`src/rtl/quantize_zigzag.sv`:
```
// quantize_zigzag: quantizes one 8x8 DCT block with the Annex K table and streams it out in zigzag order
module quantize_zigzag #(
    parameter int MCU_SIZE     = 8,
    parameter int IN_BITWIDTH  = 12,
    parameter int OUT_BITWIDTH = 12,
    parameter int QTABLE_SEL   = 0
) (
    input  logic                                               clk,
    input  logic                                               rst,
    input  logic                                               i_valid,
    input  logic [MCU_SIZE-1:0][MCU_SIZE-1:0][IN_BITWIDTH-1:0] i_dct,
    output logic                                               o_ready,
    input  logic                                               i_wait,
    output logic signed [OUT_BITWIDTH-1:0]                     o_coef,
    output logic [5:0]                                         o_index,
    output logic                                               o_last,
    output logic                                               o_valid
);
    localparam int PW = IN_BITWIDTH + 17;
    localparam int QL [64] = '{
        16, 11, 10, 16, 24, 40, 51, 61,
        12, 12, 14, 19, 26, 58, 60, 55,
        14, 13, 16, 24, 40, 57, 69, 56,
        14, 17, 22, 29, 51, 87, 80, 62,
        18, 22, 37, 56, 68, 109, 103, 77,
        24, 35, 55, 64, 81, 104, 113, 92,
        49, 64, 78, 87, 103, 121, 120, 101,
        72, 92, 95, 98, 112, 100, 103, 99
    };
    localparam int QC [64] = '{
        17, 18, 24, 47, 99, 99, 99, 99,
        18, 21, 26, 66, 99, 99, 99, 99,
        24, 26, 56, 99, 99, 99, 99, 99,
        47, 66, 99, 99, 99, 99, 99, 99,
        99, 99, 99, 99, 99, 99, 99, 99,
        99, 99, 99, 99, 99, 99, 99, 99,
        99, 99, 99, 99, 99, 99, 99, 99,
        99, 99, 99, 99, 99, 99, 99, 99
    };
    localparam int ZZ [64] = '{
        0, 1, 8, 16, 9, 2, 3, 10,
        17, 24, 32, 25, 18, 11, 4, 5,
        12, 19, 26, 33, 40, 48, 41, 34,
        27, 20, 13, 6, 7, 14, 21, 28,
        35, 42, 49, 56, 57, 50, 43, 36,
        29, 22, 15, 23, 30, 37, 44, 51,
        58, 59, 52, 45, 38, 31, 39, 46,
        53, 60, 61, 54, 47, 55, 62, 63
    };
    localparam logic [PW:0] HALF  = {{(PW-15){1'b0}}, 1'b1, 15'b0};
    localparam logic [PW:0] LIM_P = (PW+1)'((1 << (OUT_BITWIDTH-1)) - 1);
    localparam logic [PW:0] LIM_N = (PW+1)'(1 << (OUT_BITWIDTH-1));

    typedef enum logic {IDLE, RUN} state_t;

    state_t state;
    logic [MCU_SIZE-1:0][MCU_SIZE-1:0][IN_BITWIDTH-1:0] blk;
    logic [6:0] cnt;
    logic [16:0] recip [64];
    logic [5:0] addr;
    logic [IN_BITWIDTH-1:0] x, m;
    logic neg, load;
    logic [PW-1:0] prod;
    logic [PW:0] rnd, y;
    logic [OUT_BITWIDTH-1:0] q;

    for (genvar g = 0; g < 64; g++) begin : g_recip
        assign recip[g] = 17'((131072 / (QTABLE_SEL != 0 ? QC[g] : QL[g]) + 1) / 2);
    end

    assign o_ready = state == IDLE;
    assign load    = (!o_valid || !i_wait) && !cnt[6];

    // quantize the element at zigzag position cnt: rounded magnitude, then sign and clamp
    always_comb begin
        addr = 6'(ZZ[cnt[5:0]]);
        x    = blk[addr[5:3]][addr[2:0]];
        neg  = x[IN_BITWIDTH-1];
        m    = neg ? -x : x;
        prod = {17'b0, m} * {{IN_BITWIDTH{1'b0}}, recip[addr]};
        rnd  = {1'b0, prod} + HALF;
        y    = rnd >> 16;
        q    = neg ? ((y > LIM_N) ? {1'b1, {(OUT_BITWIDTH-1){1'b0}}} : -y[OUT_BITWIDTH-1:0])
                   : ((y > LIM_P) ? {1'b0, {(OUT_BITWIDTH-1){1'b1}}} : y[OUT_BITWIDTH-1:0]);
    end

    // block capture, serial issue with stall hold, and return to idle after the last transfer
    always_ff @(posedge clk) begin
        if (rst) begin
            state   <= IDLE;
            cnt     <= '0;
            o_valid <= 1'b0;
            o_coef  <= '0;
            o_index <= '0;
            o_last  <= 1'b0;
        end else if (state == IDLE) begin
            if (i_valid) begin
                blk   <= i_dct;
                cnt   <= '0;
                state <= RUN;
            end
        end else if (load) begin
            o_coef  <= q;
            o_index <= cnt[5:0];
            o_last  <= cnt == 7'd63;
            o_valid <= 1'b1;
            cnt     <= cnt + 7'd1;
        end else if (o_valid && !i_wait && o_last) begin
            o_valid <= 1'b0;
            state   <= IDLE;
        end
    end
endmodule

```
`config.mk`:
```
export PLATFORM = sky130hd
export DESIGN_NAME = quantize_zigzag
export DESIGN_NICKNAME = d
export VERILOG_FILES = /design/src/rtl/quantize_zigzag.sv
export SDC_FILE = /design/constraint.sdc
export NUM_CORES = 2
export LEC_CHECK = 0
export BUFFER_PORTS_ARGS = -buffer_cell sky130_fd_sc_hd__buf_2
export CAP_MARGIN = 0
export CORE_UTILIZATION = 30
export CTS_BUF_LIST = sky130_fd_sc_hd__clkbuf_16
export CTS_CLUSTER_SIZE = 20
export DETAILED_ROUTE_END_ITERATION = 7
export MAX_ROUTING_LAYER = met4
export PLACE_DENSITY = 0.5
export SLEW_MARGIN = 20
export SYNTH_ARGS = -nofsm -noshare
export SYNTH_HDL_FRONTEND = slang
export SYNTH_SLANG_ARGS = --single-unit
export TNS_END_PERCENT = 20
```
`constraint.sdc`:
```
create_clock -name clk -period 38.3 [get_ports clk]
set_input_delay 3.83 -clock clk [delete_from_list [all_inputs] [get_ports clk]]
set_output_delay 3.83 -clock clk [all_outputs]
set_load 0.1 [all_outputs]
```
### Word level (Yosys, flattened, before mapping)

Memory sizes are Yosys's and may differ from the RTL's.
Index checks and enable logic that the tools add are counted.

* $add $sub $neg: 4
* multiply operators: 1
* magnitude comparators: 6
* eq/ne operators: 2
* multiplexer cells: 21
* bitwise logic cells: 4
* reduce and logical (&&, ||, !) cells: 13

Operator list (number)
* $bmux 96 s3: 1
* $mux 96: 1
* $mux 12: 5
* $bmux 12 s3: 1
* $mux 17: 2
* $add 29x16->30 const B: 1
* $mul 12x17->29: 1
* $neg 12->12: 2
* $mux 7: 3
* $ge 7x7->1 const B: 2
* $gt 14x11->1 const B: 1
* $gt 14x12->1 const B: 1
* $not 6->7: 2
* $mux 6: 2
* $lt 3x4->1 const B: 2
* $add 7x1->7 const B: 1
* $eq 7x6->1 const B: 1
* $mux 1: 6
* $reduce_and 2->1: 3
* $reduce_bool 2->1: 2
* $logic_and 1x1->1: 3
* $logic_not 1->1: 3
* $reduce_and 3->1: 1
* $ne 2x1->1 const B: 1
* 2 further kinds: 3

* register bits after elaboration: 796
* bits in read-only memories: 3136
* input port bits: 772
* output and inout bits: 21
* logic and storage cells: 123
* memories kept: 2

Memory list
* (no name shown): words 64, width 32, rd ports 1, clocked after memory_dff 0, wr ports 0, RTL line 76 `addr = 6'(ZZ[cnt[5:0]]);`
* (no name shown): words 64, width 17, rd ports 1, clocked after memory_dff 0, wr ports 0, RTL line 80 `prod = {17'b0, m} * {{IN_BITWIDTH{1'b0}}, recip[addr]};`

### Longest topological paths before layout

* depth after elaboration: 15
* depth in mapped cells: 49
* mapped depth without buffers: 43

### Worst setup path before layout

No wires, ideal clock.

* path kind: in2reg
* from: input port rst
* to: register blk[0] in the netlist's numbering, enable pin
* library setup time: 1.925 ns
* arrival time: 36.021 ns
* required time: 36.375 ns
* setup slack: 0.354 ns
* stages: 3
* buffers on the path: 2
* cells stage by stage: clkbuf_1 > buf_1 > nor2_1

* word-level cells in the longest chain between the ends: 2

RTL lines
* start, declared: RTL line 9 `input logic rst,`
* $not 1->1 (no source line)
* $reduce_and 3->1 (no source line)
* end signal, assigned: RTL line 98 `blk <= i_dct;`
* end, declared: RTL line 57 `logic [MCU_SIZE-1:0][MCU_SIZE-1:0][IN_BITWIDTH-1:0] blk;`

Every way passes these cells.
A chain may end at the register's enable or synchronous reset.

### Final worst setup path

* from: register cnt[0]
* to: register o_coef[7]

* word-level cells in the longest chain between the ends: 15
* elaborated cells between the ends (all ways): 22
* classes of those cells: add/sub (3); mul (1); order compare (2); mux (12); bitwise (2); memory (2)

RTL lines
* start, declared: RTL line 58 `logic [6:0] cnt;`
* start signal, assigned: RTL line 107 `cnt <= cnt + 7'd1;`
* $not 6->7 (not written as such) (*): RTL line 76
* $mem_v2 64x32 (*)
* $mux 6 (not written as such) (*) (2 in series): RTL line 76
* $bmux 96 s3: RTL line 77 `x = blk[addr[5:3]][addr[2:0]];`
* $mux 96 (not written as such): RTL line 77
* $bmux 12 s3: RTL line 77
* $mux 12 (not written as such): RTL line 77
* $neg 12->12: RTL line 79 `m = neg ? -x : x;`
* $mux 12: RTL line 79
* $mul 12x17->29: RTL line 80
* $add 29x16->30: RTL line 81 `rnd = {1'b0, prod} + HALF;`
* $neg 12->12 (tied with other cells): RTL line 83 `q = neg ? ((y > LIM_N) ? {1'b1, {(OUT_BITWIDTH-1){1'b0}}} : -y[OUT_BITWIDTH-1:0])`
* $mux 12, on equally long branches: RTL line 83, 84
* $mux 12 (*): RTL line 83
* end signal, assigned: RTL line 103 `o_coef <= q;`
* end, declared: RTL line 14 `output logic signed [OUT_BITWIDTH-1:0] o_coef,`

Every way passes the cells marked *; elsewhere a longest branch is shown, timed or not. The select of a mux whose other input is x is not followed.

==> run summary <==
## Status
• complete, no violations — run status

## STA
• 0 — setup violators final
• 69.4 MHz — Max Fclk
• 0 — number of hold violations in the final report
• 14.42 ns — Final min period
• 37.6% — Final period util
• 0 ns — final setup TNS
• 23.0% — relative slew slack
• 0.0576 ns — worst clock skew on the final layout
• 23.88 ns — final setup slack of the worst path
• no — setup repair after global routing missed its margin
• 0 — max-slew violations
• 1.15 ns — Worst Max-Slew Pin Slew

## Global routing
• 24.4% — GR Util All Layers
• 122 — antenna violations before repair
• 29.8k — via count of the first global-routing pass
• 171 — largest net degree at the start of global routing
• 228000 µm — first-pass GRT wire length
• 0 — total congestion overflow after global routing

## Worst setup path
• 23.88 ns — minimum setup slack among reg-to-reg paths
• o_coef[7]$_SDFFE_PP0P_ — capturing point of the worst reg2reg path
• 14.98 ns — data arrival at the endpoint of the critical path
• flop — kind of launch point of the worst setup path
• sky130_fd_sc_hd__fa_1 — cell type with the highest occurrence count on the critical path
• reg -> reg — type of the setup path with the least slack
• 38.86 ns — Data required, critical path
• cnt[0]$_SDFFE_PP0P_ — startpoint of the worst-slack reg-to-reg timing path
• 8 — CP Buf/Inv Count
• 66 — largest fanout on the critical path
• 0.90 ns — largest stage delay on the critical path
• simple AND/OR/NAND/NOR gates — dominant delay contributor by cell family on the critical path
• flop — endpoint kind of the worst setup timing path
• 37 — depth of the most critical reg-to-reg path
• sky130_fd_sc_hd__nor4_4 — slowest stage cell, crit path

## Placement
• 792 — count of buffers from port buffering
• 0.905 — weighted congestion reported at the end of routability-driven placement
• 123000 µm — HPWL reported at the end of detailed placement
• 24.05 ns — Setup Slack @ Placement

## Layout
• 27.3% — fraction of layout cells with a size suffix above 1
• 22.4% — synthesis-to-layout area growth
• 5005 — final net count

## Floorplan
• 369 µm — die outline width
• 0.133 mm² — Floorplan Core Area
• 134 — number of rows created at floorplan
• 793 — Ports
• 369 µm — die boundary height
• 0.136 mm² — area of the die
• 30.2% — initial core utilization

## Min path
• o_index[3]$_SDFFE_PP0P_ — min-delay src
• reg -> reg — kind of path behind the tightest hold check
• o_index[3]$_SDFFE_PP0P_ — worst hold endpoint
• 2 — Hold Crit Depth

## Power
• 0.627 mW — Net Sw Power
• 45.1% — Sequential Power Share
• 19.6 nW — leakage power
• 0.0361 mV — largest voltage drop on the vdd net
• 16.6% — Comb power frac
• 45.6 mW/mm² — power density cells
• 38.3% — clock power share
• 27.9% — proportion of total power due to net switching
• 1.62 mW — Internal Pwr Total

## Clocking
• sky130_fd_sc_hd__clkbuf_16 — cell at the root of the clock tree
• 3 — clock buffer depth
• 796 — clock sink count
• 0.75 ns — clock latency reported for the late side of the worst-skew pair
• 0 — Post-CTS Setup Inserts
• 0 — post-cts hold buffer count
• 92 — number of buffers created by CTS
• 0.06 ns — post-CTS clock slew at the launch and capture registers of the worst setup and hold paths
• 3 — total number of H-tree levels
• yes — CTS tree
• 0 — post-cts repair resize count

## Routing
• 165000 µm — Total Routed Length
• 0 — number of nets still failing antenna checks after routing
• 2991 — number of DRC markers in iteration 0
• 27.7 µm — Routed wire per std cell
• 5.19 — post-DR vias/cell
• 30.8k — Via Count
• 8 — Pre-Repair DR Iteration Count
• 0 — number of design rule violations left after detail routing

## Flow run
• 0 — max-cap violations

## Logic synthesis
• 768 — number of flops mapped to enable cells by yosys
• sky130_fd_sc_hd__edfxtp_1 — primary flip-flop cell chosen by synthesis mapping
• 0% — FFs w/ async S/R, synth
• 57.2% — post-synth top area share
• 58.6% — post-synthesis sequential area ratio
• 3277 — Mapped Cells
• 103 — distinct cell type count after synthesis
• 4264 — number of nets in the synthesized netlist
• sky130_fd_sc_hd__edfxtp_1 — cell accounting for the most synthesized area
• 12.3 µm² — mean post-synth cell area
• sky130_fd_sc_hd__edfxtp_1 — cell with the most instances after synthesis
• sky130_fd_sc_hd__edfxtp_1 (768), sky130_fd_sc_hd__nand2_1 (525), sky130_fd_sc_hd__inv_1 (174), sky130_fd_sc_hd__nand3_1 (155), sky130_fd_sc_hd__nor2_1 (130) — commonest cells in the netlist
• 0 — Synth warnings
• 796 — synthesized flop and latch total
• sky130_fd_sc_hd__edfxtp_1 (57%), sky130_fd_sc_hd__fa_1 (5.5%), sky130_fd_sc_hd__nand2_1 (4.9%) — largest cells by area after synthesis
• 0.0403 mm² — Post-Synthesis Cell Area

[through the flow]
stage          instance area (µm²)  total power [mW]  cells  util [%]  hold WS, ns
2_1_floorplan                40300              1.31   3277         -        0.452
3_3_place_gp                 46200              1.40   5690      34.6        0.443
3_5_place_dp                 46200              1.40   5691      34.6        0.446
4_1_cts                      49100              2.26   5858      36.8        0.455
5_1_grt                      49300              2.34   5932      36.9        0.475
6_report                     49300              2.25   5942      37.0        0.453
[cells by family (layout without fill, tap and decap cells)]
family          count (synthesis)  after routing  share of synthesized area (%)
buf+inv                       405           1219                           4.48
fa+ha+maj                     215            215                           8.72
xor+xnor                       18             18                          0.391
simple gates                 1121           1121                           13.2
flops                         796            796                           58.6
mux                           145            145                           4.31
compound gates                577            577                           10.3
other cells                     0             83                              0
[layout make-up]
class | instances | area, µm²
Fill cell | 13315 | 84100
Sequential cell | 796 | 23600
Multi-Input combinational cell | 2076 | 15000
Timing Repair Buffer | 875 | 4620
Clock buffer | 92 | 2300
Tap cell | 1768 | 2210
Inverter | 177 | 664
Clock inverter | 75 | 652
Antenna cell | 83 | 208
[cell usage in the layout (no fill, tap or decap), types with 25 or more instances in the layout]
master | netlist | routed
sky130_fd_sc_hd__clkbuf_16 | 0 | 92
sky130_fd_sc_hd__mux2i_1 | 100 | 97
sky130_fd_sc_hd__and3_1 | 112 | 112
sky130_fd_sc_hd__a21oi_1 | 86 | 84
sky130_fd_sc_hd__diode_2 | 0 | 83
sky130_fd_sc_hd__inv_1 | 174 | 194
sky130_fd_sc_hd__nand3_1 | 155 | 155
sky130_fd_sc_hd__a211oi_1 | 108 | 108
sky130_fd_sc_hd__nand2b_1 | 38 | 38
sky130_fd_sc_hd__nor2_1 | 130 | 121
sky130_fd_sc_hd__buf_4 | 23 | 78
sky130_fd_sc_hd__dfxtp_1 | 28 | 28
sky130_fd_sc_hd__edfxtp_1 | 768 | 768
sky130_fd_sc_hd__nand4_1 | 25 | 25
sky130_fd_sc_hd__fa_1 | 110 | 110
sky130_fd_sc_hd__nor3_1 | 30 | 28
sky130_fd_sc_hd__a32oi_1 | 28 | 28
sky130_fd_sc_hd__a31oi_1 | 68 | 67
sky130_fd_sc_hd__o21ai_0 | 60 | 60
sky130_fd_sc_hd__a311oi_1 | 35 | 35
sky130_fd_sc_hd__nand2_1 | 525 | 523
sky130_fd_sc_hd__buf_2 | 65 | 793
sky130_fd_sc_hd__ha_1 | 105 | 105
[routing by layer]
metal | up-vias | track usage (%) | routed length, µm
li1 | 13764 | - | -
met1 | 15378 | 30.7 | 68800
met2 | 1376 | 38.3 | 78100
met3 | 295 | 5.89 | 12600
met4 | 0 | 8.23 | 5340
met5 | - | - | 0
[worst min-delay path, cell delays in order, from the launching register on]
cell and delay, ns:
sky130_fd_sc_hd__dfxtp_1 0.30, sky130_fd_sc_hd__nand2_1 0.05, sky130_fd_sc_hd__a21oi_1 0.05
[flip-flops by register name, summed over array words and instances (netlist names)]
name     flops
state        1
o_valid      1
cnt          7
blk        768
o_last       1
o_index      6
o_coef      12
[worst max-delay path by stage]
stage | slack, ns | endpoint | cells after the start | from
after CTS | 24.03 | o_coef[7]$_SDFFE_PP0P_ | 37 | cnt[0]$_SDFFE_PP0P_
final | 23.88 | o_coef[7]$_SDFFE_PP0P_ | 37 | cnt[0]$_SDFFE_PP0P_
after global routing | 23.06 | o_coef[7]$_SDFFE_PP0P_ | 37 | cnt[0]$_SDFFE_PP0P_
after detailed placement | 24.05 | o_coef[7]$_SDFFE_PP0P_ | 37 | cnt[0]$_SDFFE_PP0P_
after global placement | 24.26 | o_coef[7]$_SDFFE_PP0P_ | 37 | cnt[0]$_SDFFE_PP0P_
after floorplan | 0.35 | blk[0]$_DFFE_PP_ | 3 | rst
[power groups by stage]
stage	sequential (mW)	clock, mW	combinational, mW
floorplan	1.09	0	0.220
global placement	1.03	0	0.369
detailed placement	1.03	0	0.371
CTS	1.01	0.878	0.373
global route	1.02	0.910	0.411
finish	1.01	0.861	0.373
Note: power is estimated with default switching activity, not from simulation.
